## config.mk

```make
export PLATFORM = sky130hd
export DESIGN_NAME = multiplier_seq
export DESIGN_NICKNAME = d
export VERILOG_FILES = /design/src/rtl/multiplier_pkg.sv /design/src/rtl/multiplier_seq.sv
export SDC_FILE = /design/constraint.sdc
export NUM_CORES = 1
export LEC_CHECK = 0
export CORE_ASPECT_RATIO = 0.75
export CORE_UTILIZATION = 54
export DETAILED_ROUTE_END_ITERATION = 10
export PLACE_DENSITY = 0.87
export SETUP_SLACK_MARGIN = 0.2
export SLEW_MARGIN = 30
export SYNTH_ARGS = -nofsm -noshare
export SYNTH_HDL_FRONTEND = slang
export SYNTH_SLANG_ARGS = --single-unit
```

## constraint.sdc

```tcl
create_clock -name clk -period 2.45 [get_ports clk]
set_input_delay 0.6125 -clock clk [delete_from_list [all_inputs] [get_ports clk]]
set_output_delay 0.6125 -clock clk [all_outputs]
set_load 0.01 [all_outputs]
```

## src/rtl/multiplier_pkg.sv

```systemverilog
// Shared types and width helpers for the sequential shift-add multiplier.
// Contents: FSM state enum, product-width and counter-width helpers.
package multiplier_pkg;

    typedef enum logic [1:0] {
        IDLE = 2'd0,
        CALC = 2'd1,
        DONE = 2'd2
    } state_t;

    // Product is 2*WIDTH bits of magnitude plus one sign/extension bit.
    function automatic int prod_width(input int width);
        return 2 * width + 1;
    endfunction

    // Counter must be able to hold the value WIDTH itself.
    function automatic int cnt_width(input int width);
        return $clog2(width + 1);
    endfunction

endpackage

```

## src/rtl/multiplier_seq.sv

```systemverilog
// Sequential shift-add multiplier, one multiplier bit per clock, with a
// valid/ready handshake on both operand and result sides.
// Ports: clk, rst (sync, active-high), in_valid/in_ready, A, B, signed_mode,
//        out_valid/out_ready, ans (2*WIDTH+1 bits, top bit is extension).
// Build option: MULTIPLIER_SEQ_SIGNED_EN enables two's-complement mode;
// without it signed_mode is ignored and every product is unsigned.
module multiplier_seq
    import multiplier_pkg::*;
#(
    parameter int WIDTH = 6
) (
    input  logic                             clk,
    input  logic                             rst,
    input  logic                             in_valid,
    output logic                             in_ready,
    input  logic [WIDTH-1:0]                 A,
    input  logic [WIDTH-1:0]                 B,
    input  logic                             signed_mode,
    output logic                             out_valid,
    input  logic                             out_ready,
    output logic [prod_width(WIDTH)-1:0]     ans
);

    localparam int PW = prod_width(WIDTH);
    localparam int CW = cnt_width(WIDTH);

    state_t state;
    state_t state_next;

    logic [2*WIDTH-1:0] mcand;
    logic [WIDTH-1:0]   mplier;
    logic [2*WIDTH-1:0] acc;
    logic [CW-1:0]      cnt;

    logic [WIDTH-1:0]   a_cap;
    logic [WIDTH-1:0]   b_cap;
    logic [PW-1:0]      result;
    logic               calc_last;

`ifdef MULTIPLIER_SEQ_SIGNED_EN
    logic neg;
    logic neg_cap;

    // Magnitudes are captured so the core loop stays unsigned; the most
    // negative value maps to 2^(WIDTH-1), which still fits unsigned.
    assign a_cap   = (signed_mode && A[WIDTH-1]) ? (~A + 1'b1) : A;
    assign b_cap   = (signed_mode && B[WIDTH-1]) ? (~B + 1'b1) : B;
    assign neg_cap = signed_mode & (A[WIDTH-1] ^ B[WIDTH-1]);
    assign result  = neg ? (~{1'b0, acc} + 1'b1) : {1'b0, acc};

    always_ff @(posedge clk) begin
        if (rst) begin
            neg <= 1'b0;
        end else if (state == IDLE && in_valid) begin
            neg <= neg_cap;
        end
    end
`else
    logic unused_signed_mode;

    assign unused_signed_mode = signed_mode;
    assign a_cap  = A;
    assign b_cap  = B;
    assign result = {1'b0, acc};
`endif

    assign in_ready  = (state == IDLE);
    assign out_valid = (state == DONE);
    assign calc_last = (cnt == CW'(WIDTH));

    always_ff @(posedge clk) begin
        if (rst) begin
            state <= IDLE;
        end else begin
            state <= state_next;
        end
    end

    always_comb begin
        state_next = state;
        unique case (state)
            IDLE:    if (in_valid)  state_next = CALC;
            CALC:    if (calc_last) state_next = DONE;
            DONE:    if (out_ready) state_next = IDLE;
            default: state_next = IDLE;
        endcase
    end

    // The cycle after the last iteration only publishes the product, which
    // keeps latency at WIDTH+1 from the acceptance edge.
    always_ff @(posedge clk) begin
        if (rst) begin
            mcand  <= '0;
            mplier <= '0;
            acc    <= '0;
            cnt    <= '0;
            ans    <= '0;
        end else begin
            unique case (state)
                IDLE: begin
                    if (in_valid) begin
                        mcand  <= {{WIDTH{1'b0}}, a_cap};
                        mplier <= b_cap;
                        acc    <= '0;
                        cnt    <= '0;
                    end
                end
                CALC: begin
                    if (calc_last) begin
                        ans <= result;
                    end else begin
                        if (mplier[0]) begin
                            acc <= acc + mcand;
                        end
                        mcand  <= mcand << 1;
                        mplier <= mplier >> 1;
                        cnt    <= cnt + 1'b1;
                    end
                end
                default: ;
            endcase
        end
    end

endmodule

```

# Yosys cells after proc, flatten, opt, wreduce, memory -nomap -nowiden
# Index checks and enable logic that the tools add are counted.
# Widths: inputs -> output; s select.
# word_totals
word_cells	39
reg_bits	47
inputBits	17
output_inout_bits	15
# classes
n_mux	17
n_reduce_logical	6
eq_ne	8
addsub	2
# op_table
cell	n
$mux 12	5
$pmux 12 s2	2
$add 12x12->12	1
$mux 6	2
$pmux 6 s2	1
$ne 2x2->1 const B	4
$mux 2	3
$mux 3	2
$pmux 2 s3	1
$pmux 3 s2	1
$reduce_and 3->1	2
$reduce_and 4->1	1
$add 3x1->3 const B	1
$eq 3x3->1 const B	1
$eq 2x1->1 const B	1
$eq 2x2->1 const B	1
$logic_not 2->1	1
$ne 2x1->1 const B	1
$reduce_and 2->1	1
$reduce_bool 2->1	1

# Longest topological paths before layout
# Gate-level depths: netlist (run 1).
# depth
depth_word	4
mapped_depth	10
depth_no_buf	8

# Worst setup path before layout (run 1)
# OpenSTA, ideal clock, no wires.
# synth_timing
path_type	register to register
from	register mcand[0]
to	register acc[10]
arrival_ns	1.873
setup_ns	0.117
n_path_buf	0
synth_period_minus_slack_ns	1.990
stages_incl_launch_ff	9
t_required_ns	2.333
slack_ns	0.460
cell_sequence	dfxtp_1 -> ha_1 -> fa_1 -> a211oi_2 -> o21bai_1 -> a21oi_1 -> o21ai_1 -> xor2_1 -> a22o_1
# synth_via
elab_chain_len	4
# synth_rtl
item	line	rtl
start: declaration	multiplier_seq.sv:30	logic [2*WIDTH-1:0] mcand;
start signal: assignment	multiplier_seq.sv:102	mcand <= {{WIDTH{1'b0}}, a_cap};
start signal: assignment	multiplier_seq.sv:115	mcand <= mcand << 1;
$add 12x12->12	multiplier_seq.sv:113	acc <= acc + mcand;
$mux 12	multiplier_seq.sv:112	if (mplier[0]) begin
$mux 12	multiplier_seq.sv:109	if (calc_last) begin
$pmux 12 s2	multiplier_seq.sv:99	unique case (state)
end signal: assignment	multiplier_seq.sv:113	
end: declaration	multiplier_seq.sv:32	logic [2*WIDTH-1:0] acc;
# Every way passes these cells. The select of a mux whose other input is x is not followed.
# A chain may end at the register's enable or synchronous reset.

# Worst setup path after layout (run 1)
# layout_timing
from	register mcand[0]
to	register acc[8]
# Same word-level chain as after synthesis.

==> impl_summary.md, run 1 <==
Global routing
The met3 global-route usage is 5.426%. The initial antenna violation count is 0. Global routing used 27.12% of the available met1 tracks. The number of global-route vias before repair is 1725. Entering global routing, the biggest net connects 34 pins. The wire length of the first global-routing pass is 7617 um.

The all-layer global routing usage is 21.85%. The met2 usage is 35.15%. The layer flagged by global routing as most heavily used is met2.

The total overflow left after global routing is 0.

Floorplanning
The chip width is 77.79 um. The die is 58.84 um tall. The number of standard-cell rows in the floorplan is 20. The placeable core region is 4079 sq um. The die covers 4576 sq um. The number of top-level pins is 32. The starting density of the core is 57.02%.

Layout
The non-filler instance count after layout is 345. The layout overhead on the synthesized area is 18.93%. At the end of the flow, the number of nets in the layout was 320.

The number of fill cells in the layout is 328. Summing all non-filler instances in the final layout gives an area of 2766 sq um. The share of layout cells above drive strength 1 is 11.38%.

The number of antenna diodes in the final layout is 0.

Power
Internal power comes to 1137 uW. In this run switching power makes up 24.73% of total power. For this design the total switching power over the nets is 373.5 uW. The leakage power figure is 0.001074 uW. The worst voltage drop across the vdd grid is 0.3000 mV. Combinational cells account for 13.1% of the total power.

Of the total power, registers draw 53.7%. The share of total power in the clock network is 33.2%. The power per standard cell area is 546.0 nW/um^2.

CTS
TritonCTS built the clock tree. The number of buffers created by CTS is 5. The tree is rooted in a clkbuf_8.

The number of hold-repair buffers added at the cts stage is 0. The number of gates given a new drive strength after cts is 0. Counting every sink on the clock net gives 47. The number of buffers on the longest clock path is 2. Clock-pin slew was measured on the worst setup and hold paths at 0.08 ns. Post-CTS timing repair inserted 0 buffers for setup. The clock tree synthesis step divided the H-tree into 2 levels. The clock insertion delay at the later pin of the skew report is 0.30 ns.

Synthesis
The commonest cells after synthesis are 51 x nand2_1, 47 x dfxtp_1, 33 x nor2_1, 20 x a21oi_1, 14 x a22oi_1. Dividing the synthesized area by the synthesized cell count gives 8.811 sq um. The cell count after synthesis came out at 264. The total nets after synthesis is 295. The sequential-to-total area share from yosys stat is 40.45%. The yosys synthesis warning count is 0. The commonest register cell after synthesis is dfxtp_1. The mapped cell area is 2326 sq um.

The number of enable-type register cells in the synthesized netlist is 0. For this run, asynchronously set or reset flops after synthesis account for 0%. Yosys attributes the largest share of cell area to dfxtp_1 40%, nand2_1 8.2%, ha_1 7.0%, a311oi_2 6.5%, nor2_1 5.3%. The synthesized design devotes to its leading area cell type 40.45% of total area. dfxtp_1 takes more of the synthesized area than any other cell. The most instantiated library cell after synthesis is nand2_1. The flip-flop and latch count after synthesis is 47.

The post-synthesis cell type count is 41.

Detailed routing
The count of nets left with antenna violations once routing finished came out at 0. After detailed routing, the average wire length per cell comes to 12.77 um. For this run, design rule violations remaining after detail routing come to 0. For this block, the routed nets add up to 4405 um of wire. The number of detailed-route iterations in the first pass is 4. For this block, the via count after detailed routing is 1882.

The initial detailed-routing violation count is 71. The via density per instance is 5.455.

STA
The final critical path takes up 87.31% of the cycle. Setup violations remaining at the end of the flow were counted as 0. For the final routed database, the setup TNS stands at 0 ns. The number of max-slew violations in the final report came to 0.

The worst pin sits at a relative slew slack of 54.07%. The final number of hold-violating endpoints is 0. On the final layout, the worst clock skew is 0.005008 ns. For this run, the top clock speed supported by timing is 467.5 MHz. Setup repair after global routing left no endpoint under its margin. The routed design could run at a clock period as short as 2.139 ns. The final-layout worst hold slack is 0.4541 ns. The measured slew at the worst slew-check pin is 0.6864 ns. Setup slack on the critical path of the routed design comes to 0.3109 ns.

Worst setup path
The startpoint identified for the worst register-to-register timing path is mcand[0]. The number of cells on the worst reg-to-reg path is 8. The critical path in this run is classified as reg -> reg. In this design, the stage delay of the slowest critical-path cell is 0.38 ns.

The worst setup path is captured at a register. The data arrival time of the worst path is 2.33 ns. The worst setup path is launched from a register. The signal on the critical path passes through ha_2, fa_2, a211oi_2, o21bai_1, a31o_1, a21oi_1, xnor2_1, a22o_1.

The worst register-to-register path ends at acc[8]. The worst setup slack for register-to-register paths is 0.31 ns. The maximum fanout along the worst path is 3. The endpoint required time on the critical path is 2.65 ns. Among all stages on the critical path, the largest delay is contributed by fa_2.

Min path
The worst hold path was traced through 2 stages. The worst hold path terminates at ans[9]. In this run the worst hold path is classified as reg -> reg. The worst hold path begins at ans[9].

Placed design
The HPWL after detailed placement is 3258 um. The instance area after placement is 2658 sq um. The number of port buffers is 29. The total placed cells including tap cells is 337. The routability congestion estimate is 0.9353. OpenSTA, run right after detailed placement, puts the worst setup slack at 0.2367 ns.

Job
Across the run, the number of max-cap violations was 0.

Outcome
The run finished with clean final reports.
state kept, by name (all words and copies together) (netlist names):
| register | flops |
|---|---|
| acc | 12 |
| state | 2 |
| cnt | 3 |
| mplier | 6 |
| ans | 12 |
| mcand | 12 |
worst max-delay path: cells and delay by family (launching register included):
family	cells	cell delay, ns
AOI/OAI and AO/OA	5	0.98
adders and majority gates	2	0.61
DFF	1	0.36
xor gates and xnor gates	1	0.08
area by class of cell:
class | instances | area, sq um | area share (%)
multi-input combinational | 198 | 1301 | 47.04
sequential | 47 | 940.9 | 34.01
timing repair buffer | 35 | 347.8 | 12.57
clock buffer | 8 | 100.1 | 3.618
tap | 55 | 68.82 | 2.488
inverter | 2 | 7.507 | 0.2714
stage by stage:
step,utilization [%],power (uW)
after CTS,67.61,1525
after detailed placement,65.15,1024
final,67.82,1511
after global routing,67.82,1586
after floorplan,-,965.3
after global placement,65.15,1018
power by group through the flow:
stage                     clock (uW)  combinational [uW]  sequential, uW
after floorplan                    0                 144             822
after global placement             0                 191             827
after detailed placement           0                 196             828
after CTS                        518                 196             811
after global routing             552                 218             815
final                            502                 197             811
placed cells by master, fill, tap and decap left out, types with 2 or more instances in the layout:
master and n:
clkbuf_8 7, inv_1 2, nand2b_1 2, buf_4 5, xor2_1 6, a311oi_2 10, nand3_1 2, nor3_1 2
xnor2_1 5, dfxtp_1 47, clkdlybuf4s50_1 29, nor2_1 33, a21o_1 4, o211ai_1 2, ha_1 12, a211oi_2 2
a21oi_1 19, nor2b_1 2, a22oi_1 14, o21ai_1 3, nand4_1 2, a22o_1 6, nand2_1 51, a211oi_1 2
cell families after synthesis:
family	synth area share, %
other	0.1612
xor gates and xnor gates	4.142
AOI/OAI and AO/OA	24.42
and+or+nand+nor	18.56
DFF	40.45
adders and majority gates	7.854
buffers and inverters	3.981
muxes	0.4304
how the worst max path moves through the flow:
stage          startpoint      end  slack, ns  cells after the start
2_1_floorplan    mcand[0]  acc[10]       0.46                      8
3_3_place_gp     mcand[0]  acc[10]       0.31                      8
3_5_place_dp     mcand[0]  acc[10]       0.24                      8
4_1_cts          mcand[0]  acc[10]       0.22                      8
5_1_grt          mcand[0]   acc[8]       0.21                      8
6_report         mcand[0]   acc[8]       0.31                      8
layer usage:
layer	vias up	routed length, um	part of all wire [%]
li1	976	-	-
met1	852	2259	51
met2	45	1848	42
met3	9	192	4.4
met4	0	106	2.4
met5	-	0	0
Note: power is estimated with default switching activity, not from simulation.
==> run 2, diff against run 1 <==
--- a/config.mk
+++ b/config.mk
@@ -10,7 +10,6 @@
 export DETAILED_ROUTE_END_ITERATION = 10
 export PLACE_DENSITY = 0.87
 export SETUP_SLACK_MARGIN = 0.2
-export SLEW_MARGIN = 30
 export SYNTH_ARGS = -nofsm -noshare
 export SYNTH_HDL_FRONTEND = slang
 export SYNTH_SLANG_ARGS = --single-unit
==> results of run 2 <==
Same layout as run 1: the final DEF is identical, and so are final timing and power.
